===== config.mk =====
export PLATFORM = sky130hd
export DESIGN_NAME = fetch_unit
export DESIGN_NICKNAME = d
export VERILOG_FILES = /design/src/rtl/cpu_pkg.sv /design/src/rtl/fetch_fifo.sv /design/src/rtl/fetch_unit.sv
export SDC_FILE = /design/constraint.sdc
export NUM_CORES = 1
export LEC_CHECK = 0
export ABC_AREA = 1
export ABC_CLOCK_PERIOD_IN_PS = 4100
export BUFFER_PORTS_ARGS = -buffer_cell sky130_fd_sc_hd__buf_2
export CORE_AREA = 3 3 168 202
export CTS_CLUSTER_SIZE = 24
export DETAILED_ROUTE_END_ITERATION = 8
export DIE_AREA = 0 0 171 205
export PLACE_DENSITY = 0.77
export SYNTH_ARGS = -nofsm -noshare
export SYNTH_HDL_FRONTEND = slang
export SYNTH_SLANG_ARGS = --single-unit

===== constraint.sdc =====
create_clock -name clk -period 4.1 [get_ports clk]
set_input_delay 0.205 -clock clk [delete_from_list [all_inputs] [get_ports clk]]
set_output_delay 0.205 -clock clk [all_outputs]
set_load 0.05 [all_outputs]

===== src/rtl/cpu_pkg.sv =====
// Shared front-end constants and the fetch FSM state encoding.
package cpu_pkg;

    localparam int              XLEN        = 32;
    localparam logic [XLEN-1:0] RESET_PC    = 32'h0000_0000;
    localparam int              FETCH_DEPTH = 4;

    typedef enum logic {
        FETCH = 1'b0,
        FLUSH = 1'b1
    } fetch_state_e;

endpackage


===== src/rtl/fetch_fifo.sv =====
// Prefetch buffer: circular FIFO of {pc, inst} entries with a flush that empties it in one cycle.
module fetch_fifo #(
    parameter int DEPTH = 4,
    parameter int WIDTH = 64
) (
    input  logic                   clk,
    input  logic                   reset,
    input  logic                   flush,
    input  logic                   push,
    input  logic [WIDTH-1:0]       push_data,
    input  logic                   pop,
    output logic [WIDTH-1:0]       head_data,
    output logic                   full,
    output logic                   empty,
    output logic [$clog2(DEPTH):0] count
);

    localparam int AW = $clog2(DEPTH);
    localparam int CW = AW + 1;

    logic [WIDTH-1:0] mem [DEPTH];
    logic [AW-1:0]    wr_ptr;
    logic [AW-1:0]    rd_ptr;
    logic             do_push;
    logic             do_pop;

    assign full      = (count == CW'(DEPTH));
    assign empty     = (count == '0);
    assign do_push   = push && !full;
    assign do_pop    = pop && !empty;
    assign head_data = mem[rd_ptr];

    always_ff @(posedge clk) begin
        if (reset || flush) begin
            wr_ptr <= '0;
            rd_ptr <= '0;
            count  <= '0;
        end else begin
            if (do_push) wr_ptr <= wr_ptr + 1'b1;
            if (do_pop)  rd_ptr <= rd_ptr + 1'b1;
            case ({do_push, do_pop})
                2'b10:   count <= count + 1'b1;
                2'b01:   count <= count - 1'b1;
                default: ;
            endcase
        end
    end

    // Storage carries no reset; only the pointers and count define what is valid.
    always_ff @(posedge clk) begin
        if (do_push) mem[wr_ptr] <= push_data;
    end

endmodule


===== src/rtl/fetch_unit.sv =====
// Instruction fetch: credit-limited in-order requests into a prefetch buffer, with redirect/flush handling.
module fetch_unit
    import cpu_pkg::*;
#(
    parameter logic [31:0] RESET_PC = cpu_pkg::RESET_PC,
    parameter int          DEPTH    = FETCH_DEPTH
) (
    input  logic        clk,
    input  logic        reset,
    output logic        imem_req_valid,
    input  logic        imem_req_ready,
    output logic [31:0] imem_req_addr,
    input  logic        imem_resp_valid,
    input  logic [31:0] imem_resp_data,
    output logic        inst_valid,
    input  logic        inst_ready,
    output logic [31:0] inst_data,
    output logic [31:0] inst_pc,
    input  logic        redirect_valid,
    input  logic [31:0] redirect_pc
);

    localparam int              CW         = $clog2(DEPTH) + 1;
    localparam int              CRW        = CW + 1;
    localparam logic [XLEN-1:0] RESET_BASE = {RESET_PC[31:2], 2'b00};

    fetch_state_e      state_q, state_d;
    logic [XLEN-1:0]   fetch_pc_q;
    logic [XLEN-1:0]   resp_pc_q;
    logic [XLEN-1:0]   redirect_base;
    logic [CW-1:0]     outstanding_q;
    logic [CW-1:0]     outstanding_drained;
    logic [CW-1:0]     fifo_count;
    logic [CRW-1:0]    credit_used;
    logic              req_grant;
    logic              req_fire;
    logic              push;
    logic              pop;
    logic              fifo_full;
    logic              fifo_empty;
    logic [2*XLEN-1:0] head;
    logic              unused_redirect_lsbs;

    assign redirect_base        = {redirect_pc[31:2], 2'b00};
    assign unused_redirect_lsbs = ^redirect_pc[1:0];
    assign credit_used          = {1'b0, outstanding_q} + {1'b0, fifo_count};
    // Outstanding count assuming no request this cycle, which holds on redirect and in FLUSH.
    assign outstanding_drained  = outstanding_q - CW'(imem_resp_valid);

    always_comb begin
        state_d   = state_q;
        req_grant = 1'b0;
        push      = 1'b0;
        case (state_q)
            FETCH: begin
                req_grant = !redirect_valid && (credit_used < CRW'(DEPTH));
                push      = imem_resp_valid && !redirect_valid && !fifo_full;
                if (redirect_valid && outstanding_drained != '0) state_d = FLUSH;
            end
            FLUSH: begin
                if (!redirect_valid && outstanding_drained == '0) state_d = FETCH;
            end
            default: state_d = FETCH;
        endcase
    end

    assign imem_req_valid = req_grant && !reset;
    assign imem_req_addr  = fetch_pc_q;
    assign req_fire       = imem_req_valid && imem_req_ready;
    assign inst_valid     = !reset && !fifo_empty;
    assign pop            = inst_valid && inst_ready;
    assign inst_pc        = inst_valid ? head[63:32] : RESET_PC;
    assign inst_data      = inst_valid ? head[31:0]  : '0;

    always_ff @(posedge clk) begin
        if (reset) begin
            state_q       <= FETCH;
            fetch_pc_q    <= RESET_BASE;
            resp_pc_q     <= RESET_BASE;
            outstanding_q <= '0;
        end else begin
            state_q <= state_d;
            case ({req_fire, imem_resp_valid})
                2'b10:   outstanding_q <= outstanding_q + 1'b1;
                2'b01:   outstanding_q <= outstanding_q - 1'b1;
                default: ;
            endcase
            if (redirect_valid) begin
                fetch_pc_q <= redirect_base;
                resp_pc_q  <= redirect_base;
            end else begin
                if (req_fire) fetch_pc_q <= fetch_pc_q + 32'd4;
                if (push)     resp_pc_q  <= resp_pc_q + 32'd4;
            end
        end
    end

    fetch_fifo #(
        .DEPTH(DEPTH),
        .WIDTH(2 * XLEN)
    ) u_fifo (
        .clk      (clk),
        .reset    (reset),
        .flush    (redirect_valid),
        .push     (push),
        .push_data({resp_pc_q, imem_resp_data}),
        .pop      (pop),
        .head_data(head),
        .full     (fifo_full),
        .empty    (fifo_empty),
        .count    (fifo_count)
    );

endmodule


Word level (Yosys, flattened, before mapping)
Memory sizes are Yosys's and may differ from the RTL's. A register that Yosys moved wholly into a read port is not among the register bits.
Index checks and enable logic that the tools add are counted.
{"block": "word_totals", "reg_bits": 75, "mem_bits_ro": 0, "wordCells": 68, "latch_bits": 0, "input_bits": 70, "mem_bits_rw": 256, "mem_count": 1, "out_inout_bits": 98}
{"name": "u_fifo.mem", "words": 4, "width": 64, "read_ports": 1, "rd_clocked_by_memory_dff": 1, "write_ports": 1, "line_no": "fetch_fifo.sv:21", "source": "logic [WIDTH-1:0] mem [DEPTH];"}
{"block": "op_classes", "shift": 0, "mul": 0, "addsub": 10, "n_reduce_logical": 24, "muxes": 17, "bitwise_logic": 1, "n_div": 0, "magnitude_cmp": 1, "n_eq_ne": 5}
{"operator": "$mux W32", "n": 6}
{"operator": "$add A32 B3 Y32 const B", "n": 2}
{"operator": "$pmux W3 S2", "n": 2}
{"operator": "$logic_and A1 B1 Y1", "n": 11}
{"operator": "$reduce_bool A2 Y1", "n": 4}
{"operator": "$add A3 B1 Y3 const B", "n": 2}
{"operator": "$logic_not A3 Y1", "n": 2}
{"operator": "$mux W1", "n": 6}
{"operator": "$sub A3 B1 Y3 const B", "n": 2}
{"operator": "$add A2 B1 Y2 const B", "n": 2}
{"operator": "$add A3 B3 Y4", "n": 1}
{"operator": "$eq A2 B1 Y1 const B", "n": 2}
{"operator": "$eq A2 B2 Y1 const B", "n": 2}
{"operator": "$logic_not A1 Y1", "n": 4}
{"operator": "$lt A4 B3 Y1 const B", "n": 1}
{"operator": "$mux W2", "n": 2}
{"operator": "$eq A3 B3 Y1 const B", "n": 1}
{"operator": "$reduce_bool A3 Y1", "n": 1}
{"operator": "$sub A3 B1 Y3", "n": 1}
{"operator": "$pmux W1 S2", "n": 1}
{"operator": "$reduce_or A2 Y1", "n": 1}
{"operator": "$logic_or A1 B1 Y1", "n": 1}
{"operator": "$not A1 Y1", "n": 1}

Longest topological paths before layout
{"block": "depth", "ltp_word": 8, "mapped_depth": 13, "mapped_depth_nobuf": 12}

Hierarchy
A second synthesis with hierarchy kept.
{"block": "hier_totals", "hier_cells": 1566, "area_unflattened_um2": 14959.3}
{"mod": "fetch_fifo", "cells_each": 689, "area_each_um2": 9987.1, "n_inst": 1, "seq_area_each_um2": 7867.5}
{"mod": "fetch_unit", "cells_each": 877, "area_each_um2": 4972.3, "n_inst": 1, "seq_area_each_um2": 1281.2}

Least setup slack after synthesis
No wires, ideal clock.
{"block": "synth_timing", "kind": "register to register", "startpoint": "register u_fifo.count[1]", "endpoint": "memory u_fifo.mem[0][0], enable pin", "setup_slack_ns": 0.166, "stages_incl_launch_ff": 6, "arrival_time_ns": 3.452, "required_ns": 3.618, "setup_ns": 0.482, "period_less_slack_ns": 3.934, "path_buffers": 1, "cell_sequence": "dfxtp_1 > inv_1 > nand3_1 > nand2_1 > buf_2 > nor2_1"}
{"block": "synth_between", "elab_chain_len": 7}
{"item": "start, declared", "line_no": "fetch_fifo.sv:15", "source": "output logic [$clog2(DEPTH):0] count"}
{"item": "start signal, assigned", "line_no": "fetch_fifo.sv:42", "source": "2'b10: count <= count + 1'b1;"}
{"item": "start signal, assigned", "line_no": "fetch_fifo.sv:43", "source": "2'b01: count <= count - 1'b1;"}
{"item": "$eq A3 B3 Y1 (*)", "line_no": "fetch_fifo.sv:27", "source": "assign full = (count == CW'(DEPTH));"}
{"item": "$logic_not A1 Y1 (*)", "line_no": "fetch_fifo.sv:29, fetch_unit.sv:57"}
{"item": "$logic_and A1 B1 Y1", "line_no": "fetch_unit.sv:57", "source": "push = imem_resp_valid && !redirect_valid && !fifo_full;"}
{"item": "$mux W1", "line_no": "fetch_unit.sv:54", "source": "case (state_q)"}
{"item": "$logic_and A1 B1 Y1 (*)", "line_no": "fetch_fifo.sv:29", "source": "assign do_push = push && !full;"}
{"item": "$mux W1 (*)", "line_no": "fetch_fifo.sv:51", "source": "if (do_push) mem[wr_ptr] <= push_data;"}
{"item": "$mux W1 (not written as such) (*)", "line_no": "fetch_fifo.sv:51"}
{"item": "end, declared", "line_no": "fetch_fifo.sv:21"}
Every way passes the cells marked *; elsewhere a longest branch is shown, timed or not.

==> impl_metrics.py <==
metrics = {
    "status": {
        "status": "finished clean",
    },
    "grt": {
        "grt_pass1_wl_mm": 56.2,
        "grt_max_degree": 70,
        "globalRouteOverflowTotal": 0,
        "gr-usage-all-layers": 0.200,
        "antenna_found_initial": 0,
        "grt_pass1_vias": 10904,
    },
    "timing": {
        "tightestPinTransition_ps": 1020,
        "setup_tns_ps": 0,
        "min_period_ps": 3200,
        "fmax_mhz": 313,
        "hold_ws_ps": 23.1,
        "fin_skew_ps": 23.0,
        "grt_setup_unrepaired": "false",
        "final-hold-violation-count": 0,
        "setup_viol": 0,
        "drv_slew": 0,
        "setup_slack_ps": 904,
        "max_slew_margin": 0.320,
        "fin_crit_sh": 0.780,
    },
    "synthesis": {
        "synth_edf_count": 248,
        "synthArstFlopShare": 0,
        "yosysSeqAreaShare": 0.619,
        "netlist_area_um2": 14400,
        "synthFlopType": "edfxtp_1",
        "syn_avg_cell_area_um2": 9.46,
        "netlist_instances": 1520,
        "ys_types": 41,
        "synth_warnings": 0,
        "ys_ff_latch": 321,
    },
    "final_layout": {
        "nets": 1784,
        "area_delta_synth_final_pct": 18.3,
        "num-fill-cells": 2785,
        "n_antenna_cell": 0,
        "multi_input_area_um2": 4870,
        "layout_commonest_cell": "nor2_1",
        "post-route-util": 0.528,
        "drive_above_1_share": 0.148,
        "design_area_um2": 17000,
        "register_area_um2": 8910,
        "final_cell_mix": "370 x nor2_1, 267 x nand2_1, 248 x edfxtp_1",
    },
    "pwr": {
        "power_density_nw_per_um2": 428,
        "vdd_drop_max_mv": 0.237,
        "leakage_nw": 6.45,
    },
    "floorplan": {
        "pin_count": 168,
        "die_w_um": 171,
        "coreArea_um2": 32300,
        "fp.dieH_um": 205,
        "die-area_um2": 35100,
        "row_count": 72,
        "initial_core_util": 0.446,
    },
    "critical_path": {
        "crit_required_ps": 3890,
        "start_kind": "register",
        "critPathCaptureType": "output port",
        "cp_slowest_cell": "dfxtp_4",
        "cp_slowest_stage_delay_ps": 750,
        "path_max_fanout": 69,
        "r2r-end": "u_fifo.mem[3][20]$_DFFE_PP_",
        "arrival_ps": 2990,
        "critPathKind": "reg -> out",
        "rr_worst_depth": 5,
        "r2r_start": "u_fifo.count[1]$_SDFFE_PP0P_",
        "r2r_setup_slack_ps": 1630,
        "worstPathCellList": "buf_4, nor2_1, nor2_1, o21ai_0, a21oi_1, buf_2",
        "worst_path_most_repeated_cell": "nor2_1",
    },
    "detailed_routing": {
        "drc": 0,
        "ant_nets": 0,
        "vias": 11427,
        "via_per_inst": 5.35,
        "wl_per_cell_um": 17.0,
        "firstDrtPassIters": 5,
        "drtIter0Drc": 927,
        "wirelength_mm": 36.2,
    },
    "clock_tree": {
        "path_clk_slew_ps": 60,
        "cts_tree": "done",
        "numCtsBuffers": 35,
        "clkSinkCount": 321,
        "cts-resized-gates": 0,
        "insertion_delay_ps": 520,
        "cts_root_buf": "clkbuf_16",
        "cts_buffer_depth": 3,
        "htree_levels": 2,
    },
    "min_path": {
        "hold_depth": 3,
        "whs_endpoint": "imem_req_addr[2]$_SDFFE_PP0P_",
        "worstHoldStart": "redirect_pc[2]",
        "min_path_type": "in -> reg",
    },
    "run": {
        "maxCapViolCount": 0,
    },
    "placed_design": {
        "place_ws_ps": 1430,
        "io_buffers": 161,
        "dp_hpwl_mm": 22.1,
        "placed_area_um2": 15500,
        "place_congestion": 0.924,
    },
}
-- final cells by class --
| type | instances | share of cell area |
|---|---|---|
| Multi-Input combinational cell | 1057 | 0.286 |
| Sequential cell | 321 | 0.524 |
| Clock buffer | 41 | 0.0541 |
| Inverter | 74 | 0.0171 |
| Clock inverter | 23 | 0.0124 |
| Tap cell | 407 | 0.0299 |
| Timing Repair Buffer | 212 | 0.0763 |
-- routing by layer --
layer  routed length, um  GRT usage
met1               14800      0.257
met2               17800      0.347
met3                2630     0.0344
met4                 924     0.0618
met5                   0          0
-- cells in the mapped netlist, types with 4 or more instances --
master | count | area [um2]
inv_2 | 4 | 15.0
nor2_1 | 374 | 1400
nand3_1 | 41 | 205
o21ai_0 | 162 | 811
nor2_4 | 5 | 56.3
buf_6 | 7 | 78.8
inv_1 | 67 | 251
ha_1 | 11 | 138
xor2_1 | 13 | 114
edfxtp_1 | 248 | 7450
buf_2 | 13 | 65.1
buf_4 | 5 | 37.5
dfxtp_1 | 73 | 1460
nand3b_1 | 13 | 97.6
a31oi_1 | 9 | 56.3
o21bai_1 | 4 | 30.0
a21oi_1 | 117 | 586
clkbuf_1 | 45 | 169
nand2_1 | 267 | 1000
xnor2_1 | 6 | 52.6
nand4_1 | 4 | 25.0
-- metrics by stage --
stage	power, mW	std cells
floorplan	4.08	1523
global placement	4.23	2032
detailed placement	4.25	2032
CTS	7.32	2135
global route	7.52	2135
finish	7.28	2135
-- state kept, by name, indices dropped and copies added (netlist names), named ones only --
register and flops:
u_fifo.mem 248, imem_req_addr 30, resp_pc_q 30, outstanding_q 3, u_fifo.count 3, u_fifo.rd_ptr 2
u_fifo.wr_ptr 2, state_q 1
-- worst max-delay path, delay by kind of cell (launching register included) --
| kind | cells | cell delay, ps |
|---|---|---|
| flip-flops | 1 | 750 |
| buffers and inverters | 2 | 1060 |
| AO/OA/AOI/OAI | 2 | 430 |
| AND/OR/NAND/NOR | 2 | 220 |
-- how the worst max path moves through the flow --
stage / endpoint
after global routing: inst_data[6]
after CTS: inst_pc[6]
after floorplan: u_fifo.mem[0][0]$_DFFE_PP_
after global placement: inst_data[26]
after detailed placement: inst_data[6]
final: inst_pc[6]
-- timing repair --
action                     4_1_cts  5_1_grt
setup endpoints to repair        0        0
hold buffers                    39        0
buffers inserted                 0        0
hold endpoints to repair       135        0
-- report_power, final --
part	switching (mW)	internal (mW)	leakage [nW]	total, mW
combinational	0.364	0.160	3.04	0.524
sequential	0.0947	3.60	2.86	3.70
clock	1.25	1.81	0.545	3.06
-- kinds of logic (layout without fill, tap and decap cells) --
logic type / Yosys count / in the layout / synth area share
simple gates: 720 / 720 / 0.203
flops: 321 / 321 / 0.619
compound gates: 301 / 301 / 0.109
buf+inv: 145 / 350 / 0.0448
xor+xnor: 19 / 19 / 0.0116
fa+ha+maj: 13 / 13 / 0.0124
other cells: 1 / 4 / 0.000261
Power figures use the tool's default switching activity.
